<file path="src/rtl/riscv_pkg.sv">
// Shared RISC-V core definitions: fetch FSM state encoding and reset/bubble constants.
package riscv_pkg;

    typedef enum logic [1:0] {
        S_BOOT  = 2'd0,
        S_FETCH = 2'd1,
        S_HOLD  = 2'd2
    } fetch_state_e;

    localparam logic [31:0] NOP_INSTR_DEFAULT = 32'h0000_0013;
    localparam logic [31:0] RESET_PC_DEFAULT  = 32'h0000_0000;

endpackage

</file>
<file path="src/rtl/fetch_perf_cnt.sv">
// Fetch performance counters: stalled cycles (stall without flush) and flushed cycles.
module fetch_perf_cnt (
    input  logic        clk,
    input  logic        rst_n,
    input  logic        stall,
    input  logic        flush,
    output logic [31:0] perf_stall_cnt,
    output logic [31:0] perf_flush_cnt
);

    logic [31:0] r_stall_cnt;
    logic [31:0] r_flush_cnt;

    // Both counters wrap naturally at 2^32.
    always_ff @(posedge clk or negedge rst_n) begin
        if (!rst_n) begin
            r_stall_cnt <= 32'd0;
            r_flush_cnt <= 32'd0;
        end else begin
            if (stall && !flush) r_stall_cnt <= r_stall_cnt + 32'd1;
            if (flush)           r_flush_cnt <= r_flush_cnt + 32'd1;
        end
    end

    assign perf_stall_cnt = r_stall_cnt;
    assign perf_flush_cnt = r_flush_cnt;

endmodule

</file>
<file path="src/rtl/fetch_unit.sv">
// Instruction fetch stage: PC sequencing, stall/flush/redirect handling, one-cycle imem latency.
// Optional perf counters enabled by defining FETCH_PERF_CNT_EN.
module fetch_unit
    import riscv_pkg::*;
#(
    parameter logic [31:0] RESET_PC  = RESET_PC_DEFAULT,
    parameter logic [31:0] NOP_INSTR = NOP_INSTR_DEFAULT
) (
    input  logic        clk,
    input  logic        rst_n,
    input  logic        stall,
    input  logic        flush,
    input  logic        br_taken,
    input  logic [31:0] br_target,
    input  logic        flush_mret,
    input  logic [31:0] epc,
    output logic        imem_req,
    output logic [31:0] imem_addr,
    input  logic        imem_ack,
    input  logic [31:0] imem_rdata,
    output logic [31:0] instr_F,
    output logic [31:0] pc_F,
    output logic        valid_F
`ifdef FETCH_PERF_CNT_EN
    ,
    output logic [31:0] perf_stall_cnt,
    output logic [31:0] perf_flush_cnt
`endif
);

    localparam logic [31:0] RESET_PC_AL = RESET_PC & 32'hFFFF_FFFC;

    fetch_state_e r_state;
    fetch_state_e w_state_nxt;

    logic [31:0] r_pc;
    logic [31:0] r_instr;
    logic [31:0] r_pc_f;
    logic        r_valid;

    logic        w_redirect;
    logic        w_squash;
    logic        w_stall;
    logic        w_accept;
    logic [31:0] w_target;
    logic [31:0] w_target_al;

    // Any squash source overrides stall; mret outranks a taken branch.
    assign w_redirect  = br_taken | flush_mret;
    assign w_squash    = flush | w_redirect;
    assign w_stall     = stall & ~w_squash;
    assign w_target    = flush_mret ? epc : br_target;
    assign w_target_al = w_target & 32'hFFFF_FFFC;
    assign w_accept    = (r_state == S_FETCH) && !w_stall && !w_squash && imem_ack;

    always_ff @(posedge clk or negedge rst_n) begin
        if (!rst_n) r_state <= S_BOOT;
        else        r_state <= w_state_nxt;
    end

    always_comb begin
        w_state_nxt = r_state;
        case (r_state)
            S_BOOT:  w_state_nxt = S_FETCH;
            S_FETCH: w_state_nxt = w_stall ? S_HOLD : S_FETCH;
            S_HOLD:  w_state_nxt = w_stall ? S_HOLD : S_FETCH;
            default: w_state_nxt = S_BOOT;
        endcase
    end

    always_comb begin
        imem_req = (r_state == S_FETCH) && !w_stall;
    end

    always_ff @(posedge clk or negedge rst_n) begin
        if (!rst_n) begin
            r_pc    <= RESET_PC_AL;
            r_instr <= NOP_INSTR;
            r_pc_f  <= RESET_PC;
            r_valid <= 1'b0;
        end else if (w_squash) begin
            r_instr <= NOP_INSTR;
            r_valid <= 1'b0;
            if (w_redirect) r_pc <= w_target_al;
        end else if (w_accept) begin
            r_instr <= imem_rdata;
            r_pc_f  <= r_pc;
            r_valid <= 1'b1;
            r_pc    <= r_pc + 32'd4;
        end
    end

    // imem_addr only changes on accept or redirect, so it is stable while waiting for ack.
    assign imem_addr = r_pc;
    assign instr_F   = r_instr;
    assign pc_F      = r_pc_f;
    assign valid_F   = r_valid;

`ifdef FETCH_PERF_CNT_EN
    fetch_perf_cnt u_perf_cnt (
        .clk            (clk),
        .rst_n          (rst_n),
        .stall          (stall),
        .flush          (flush),
        .perf_stall_cnt (perf_stall_cnt),
        .perf_flush_cnt (perf_flush_cnt)
    );
`endif

endmodule

</file>
<file path="config.mk">
export PLATFORM = sky130hd
export DESIGN_NAME = fetch_unit
export DESIGN_NICKNAME = d
export VERILOG_FILES = /design/src/rtl/riscv_pkg.sv /design/src/rtl/fetch_perf_cnt.sv /design/src/rtl/fetch_unit.sv
export SDC_FILE = /design/constraint.sdc
export NUM_CORES = 1
export LEC_CHECK = 0
export ABC_AREA = 1
export CORE_MARGIN = 3
export CORE_UTILIZATION = 39
export DETAILED_ROUTE_END_ITERATION = 8
export PLACE_DENSITY = 0.74
export SYNTH_ARGS = -nofsm -noshare
export SYNTH_HDL_FRONTEND = slang
export SYNTH_SLANG_ARGS = --single-unit
</file>
<file path="constraint.sdc">
create_clock -name clk -period 1.48 [get_ports clk]
set_input_delay 0.296 -clock clk [delete_from_list [all_inputs] [get_ports clk]]
set_output_delay 0.296 -clock clk [all_outputs]
set_load 0.01 [all_outputs]
</file>
Yosys cells after proc, flatten, opt, wreduce, memory -nomap -nowiden

Cells that the tools add are included.

Flip-flop bits (word level): 99
Bits of input ports: 103

$add $sub $neg: 1
Equal/unequal tests: 3
Multiplexer cells: 10
Bitwise operators: 4
Reduce and logical (&&, ||, !) cells: 10

Operator list:

| cell                                                            | count |
|---|---|
| 32-bit 2-to-1 mux                                               | 6 |
| 32-bit by 3-bit adder with 32-bit output, second input constant | 1 |
| 2-bit case mux with 2 select lines                              | 1 |
| 2-bit AND reduction                                             | 2 |
| 1-bit logical AND                                               | 3 |
| 2-bit by 1-bit == test with 1-bit output, second input constant | 1 |
| 2-bit == test, second input constant                            | 1 |
| 1-bit zero test                                                 | 2 |
| 2-bit zero test                                                 | 1 |
| 1-bit 2-to-1 mux                                                | 2 |
| 2-bit 2-to-1 mux                                                | 1 |
| 2-bit inequality test, second input constant                    | 1 |
| 1-bit OR                                                        | 2 |
| 2-bit nonzero test                                              | 1 |
| 2-bit OR reduction                                              | 1 |
| 1-bit bitwise AND                                               | 1 |
| 1-bit inverter                                                  | 1 |

Depth between registers and ports, before layout

Depth in word-level cells: 10
Mapped depth: 10

Worst setup path after synthesis

Ideal clock, no wire load.

Kind: reg-to-reg
From: register r_pc[3], in the netlist imem_addr[3]
To: register r_pc[26], in the netlist imem_addr[26]
Library setup time: 0.077 ns
Data arrival time: 1.436 ns
Data required time: 1.403 ns
Path slack: -0.034 ns
Cell stages (with the launch flop): 10
Path buffers: 0
Period minus slack after synthesis: 1.514 ns
Cell sequence: dfrtp_1 -> ha_1 -> inv_1 -> nor2_2 -> nand2_1 -> nor2_2 -> nand2_1 -> nand2_1 -> nand3_1 -> a21oi_1

Word-level cells in the longest chain between the ends: 3

RTL lines:

| element                                  | line             | RTL |
|---|---|---|
| from (decl)                              | fetch_unit.sv:36 | `logic [31:0] r_pc;` |
| from (signal assigned)                   | fetch_unit.sv:84 | `if (w_redirect) r_pc <= w_target_al;` |
| from (signal assigned)                   | fetch_unit.sv:89 | `r_pc <= r_pc + 32'd4;` |
| 32-bit by 3-bit adder with 32-bit output | fetch_unit.sv:89 |  |
| 32-bit 2-to-1 mux                        | fetch_unit.sv:85 | `end else if (w_accept) begin` |
| 32-bit 2-to-1 mux                        | fetch_unit.sv:81 | `end else if (w_squash) begin` |

Every way passes these cells. The select of a mux whose other input is x is not followed.
A chain may end at the register's enable or synchronous reset.

Worst setup path after layout

From: register r_pc[3], in the netlist imem_addr[3]
To: register r_pc[8], in the netlist imem_addr[8]

The elaborated chain is that of the path after synthesis.

==> results.ini <==
[outcome]
status=complete, but fails checks
failed_checks=setup timing

[place]
place.detailed.hpwl_um=13200
gp_congestion=0.931
placement.setup.worst_slack_ns=-0.597
port_buffers=192

[final_layout]
antenna_cells=0
area_delta_synth_final_pct=77.6
layout-drive-gt1-share_pct=27.3
mostFrequentLayoutCells=nand2_1, clkdlybuf4s50_1, buf_4, dfrtp_1, dlygate4sd2_1
design.final.nets=1049
most_common_cell_after_layout_fill_and_taps_aside=nand2_1
fillerInstances=900
utilization_pct=72.0

[grt]
grt_pass1_wl_um=29300
via_count_of_the_first_global_routing_pass=5457
busiest_layer=met2
groute.usage.overall_pct=25.9
gr-usage-met1_pct=36.6
number_of_antenna_violations_at_the_first_check_in_global_routing=0
met3_usage_pct=4.64
grt_start_max_net_pins=44
use_met2_pct=41.9
global_route.overflow_total=0

[hold_path]
hp-class=input port to asynchronous set/reset pin

[floorplan]
core_region_area_um2=12200
placementRows=40
i_o_pins=201
starting_density_of_the_core_pct=40.5
fp.dieArea_um2=14000
die_y_um=118
dieWidth_um=118

[synthesis]
synthSimpleGateAreaFrac_pct=27.7
seq_area_frac_synth_pct=48.3
synth_area_in_compound_gates_pct=15.2
netlist_instances=644
avgSynthCellArea_um2=7.65
largest_family_of_logic_cells_by_synthesized_area=simple AND/OR/NAND/NOR gates
ys_seq_elements=95
post_synth_xor_area_fraction_pct=0.355
synthAdderAreaFrac_pct=1.02
synthesis.area_um2=4930
synth.area.mux_share_pct=0.406
synth_warnings=0
distinct_cell_type_count_of_the_synthesized_netlist=32

[timing]
report.final.hold_viol_count=0
setup_violations=17
fin_setup_tns_ns=-0.638
fin_skew_ns=0.0129
rsz_0062_raised_after_global_routing=yes
fmax_mhz=630
report.final.slew_viol_count=0
post-route-worst-setup-slack_ns=-0.108
final_period_minus_worst_setup_slack_ns=1.59
period_share_pct=107

[clock_tree]
cts.clk_slew.worst_paths_ns=0.07
cts.htree.levels=3
cts_buffer_depth=2
root_buffer=clkbuf_16
clock-sinks=95
clk_latency_ns=0.35
tritoncts=yes
cts_inserted_buffers=9

[run]
max_cap_viol_count=0

[power]
pwr_density_cell_nw_per_um2=1020
p_leak_uw=0.00435
peakVddDrop_uv=647
power.total_uw=8970

[critical_path]
timing.reg2reg.setup_slack_ns=-0.11
crit_path_end_kind=flop
start_kind=flop
critical_path.max_fanout=3
criticalPathCategory=flop to flop
worst-endpoint-required_ns=1.72
worst_path_largest_cell_delay_ns=0.36
crit_slowest_cell=dfrtp_1
worstPathArrival_ns=1.83
timing.critical_path.cells=ha_2 > inv_2 > nor2_4 > buf_4 > buf_4 > buf_4 > nand4_1 > a21oi_2 > nor2_1
path_common_cell=buf_4

[route]
detail_route.drc_violations=0
route.detailed.wl_per_inst_um=17.9
viasPerCell=5.21
via_count=5807
antenna_violating_nets_left=0
drt_first_iter_violations=499
detailedRoute.firstPassIterationCount=5
routed_wl_um=20000

==> stage by stage <==
stage	hold WS [ns]	cell area, um2	cells
floorplan	0.000409	4950	647
global placement	0.155	7490	1041
detailed placement	0.155	7490	1041
CTS	0.346	8200	1093
global route	0.355	8750	1115
finish	0.342	8750	1115
==> cell usage after synthesis, drive strengths merged <==
cell / n / area share (%)
a22oi: 1 / 0.15
nor3: 1 / 0.10
nand3: 36 / 3.7
a41oi: 1 / 0.18
inv: 48 / 3.7
nor2: 67 / 5.6
o22a: 3 / 0.53
a22o: 29 / 5.2
a31oi: 1 / 0.13
mux2i: 2 / 0.41
nand2: 226 / 17
xor2: 2 / 0.36
o21ai: 48 / 4.9
ha: 4 / 1.0
o211ai: 1 / 0.15
buf: 23 / 2.5
clkbuf: 10 / 0.76
dfstp: 3 / 1.6
a21oi: 37 / 3.8
o21a: 2 / 0.30
and2: 1 / 0.13
nand4: 5 / 0.94
conb: 1 / 0.076
dfrtp: 92 / 47
==> worst paths after layout <==
kind                              startpoint            end  cells past startpoint
min in group clk                     valid_F        valid_F                      2
max in group asynchronous              rst_n  imem_addr[30]                      3
worst max-delay path            imem_addr[3]   imem_addr[8]                      9
worst min-delay path                   rst_n       pc_F[25]                      2
worst min register to register       valid_F        valid_F                      2
worst max register to register  imem_addr[3]   imem_addr[8]                      9
==> cell type report <==
cell class	instances	area [um2]	area share, %
clock buffers	10	229	2.62
clock inverters	6	72.6	0.829
inverters	48	209	2.39
multi-input cells	472	2650	30.3
flip-flops and latches	95	2390	27.3
well taps	168	210	2.40
repair buffers	314	2970	33.9
repair inverters	2	17.5	0.200
==> critical path, delay by kind of cell (launching register included) <==
family                   cells  cell delay (ns)
flip-flops                   1             0.36
AND/OR/NAND/NOR              3             0.34
adder cells (fa/ha/maj)      1             0.19
buffers and inverters        4             0.40
AO/OA/AOI/OAI                1             0.18
==> kinds of logic (layout without fill, tap and decap cells) <==
family | Yosys count | count (layout)
compound gates | 123 | 123
xor+xnor | 2 | 2
fa+ha+maj | 4 | 4
simple gates | 336 | 337
buf+inv | 81 | 380
mux | 2 | 2
other cells | 1 | 4
flops | 95 | 95
==> state kept, by name, summed over array words and instances (netlist names) <==
| signal | cells |
|---|---|
| instr_F | 32 |
| pc_F | 30 |
| valid_F | 1 |
| imem_addr | 30 |
| r_state | 2 |
==> power breakdown <==
group / leakage [uW] / internal [uW] / switching, uW / total, uW
registers: 0.00120 / 3080 / 356 / 3430
logic: 0.00300 / 1540 / 1560 / 3100
clock network: 0.000144 / 1340 / 1100 / 2440
total: 0.00435 / 5950 / 3020 / 8970
==> routing by layer <==
metal  wire length, um  vias to the layer above
li1                  -                     2695
met1              8660                     2810
met2              9510                      275
met3              1550                       27
met4               277                        0
met5                 0                        -
==> what timing repair did <==
action,in CTS,in global routing
hold buffers,1,0
resized for setup,180,125
buffers inserted,31,15
gates cloned,4,7
pin swaps,15,18
endpoints found under the hold margin,9,0
endpoints found under the setup margin,178,92
No activity file was read; power rests on OpenSTA's default activity.
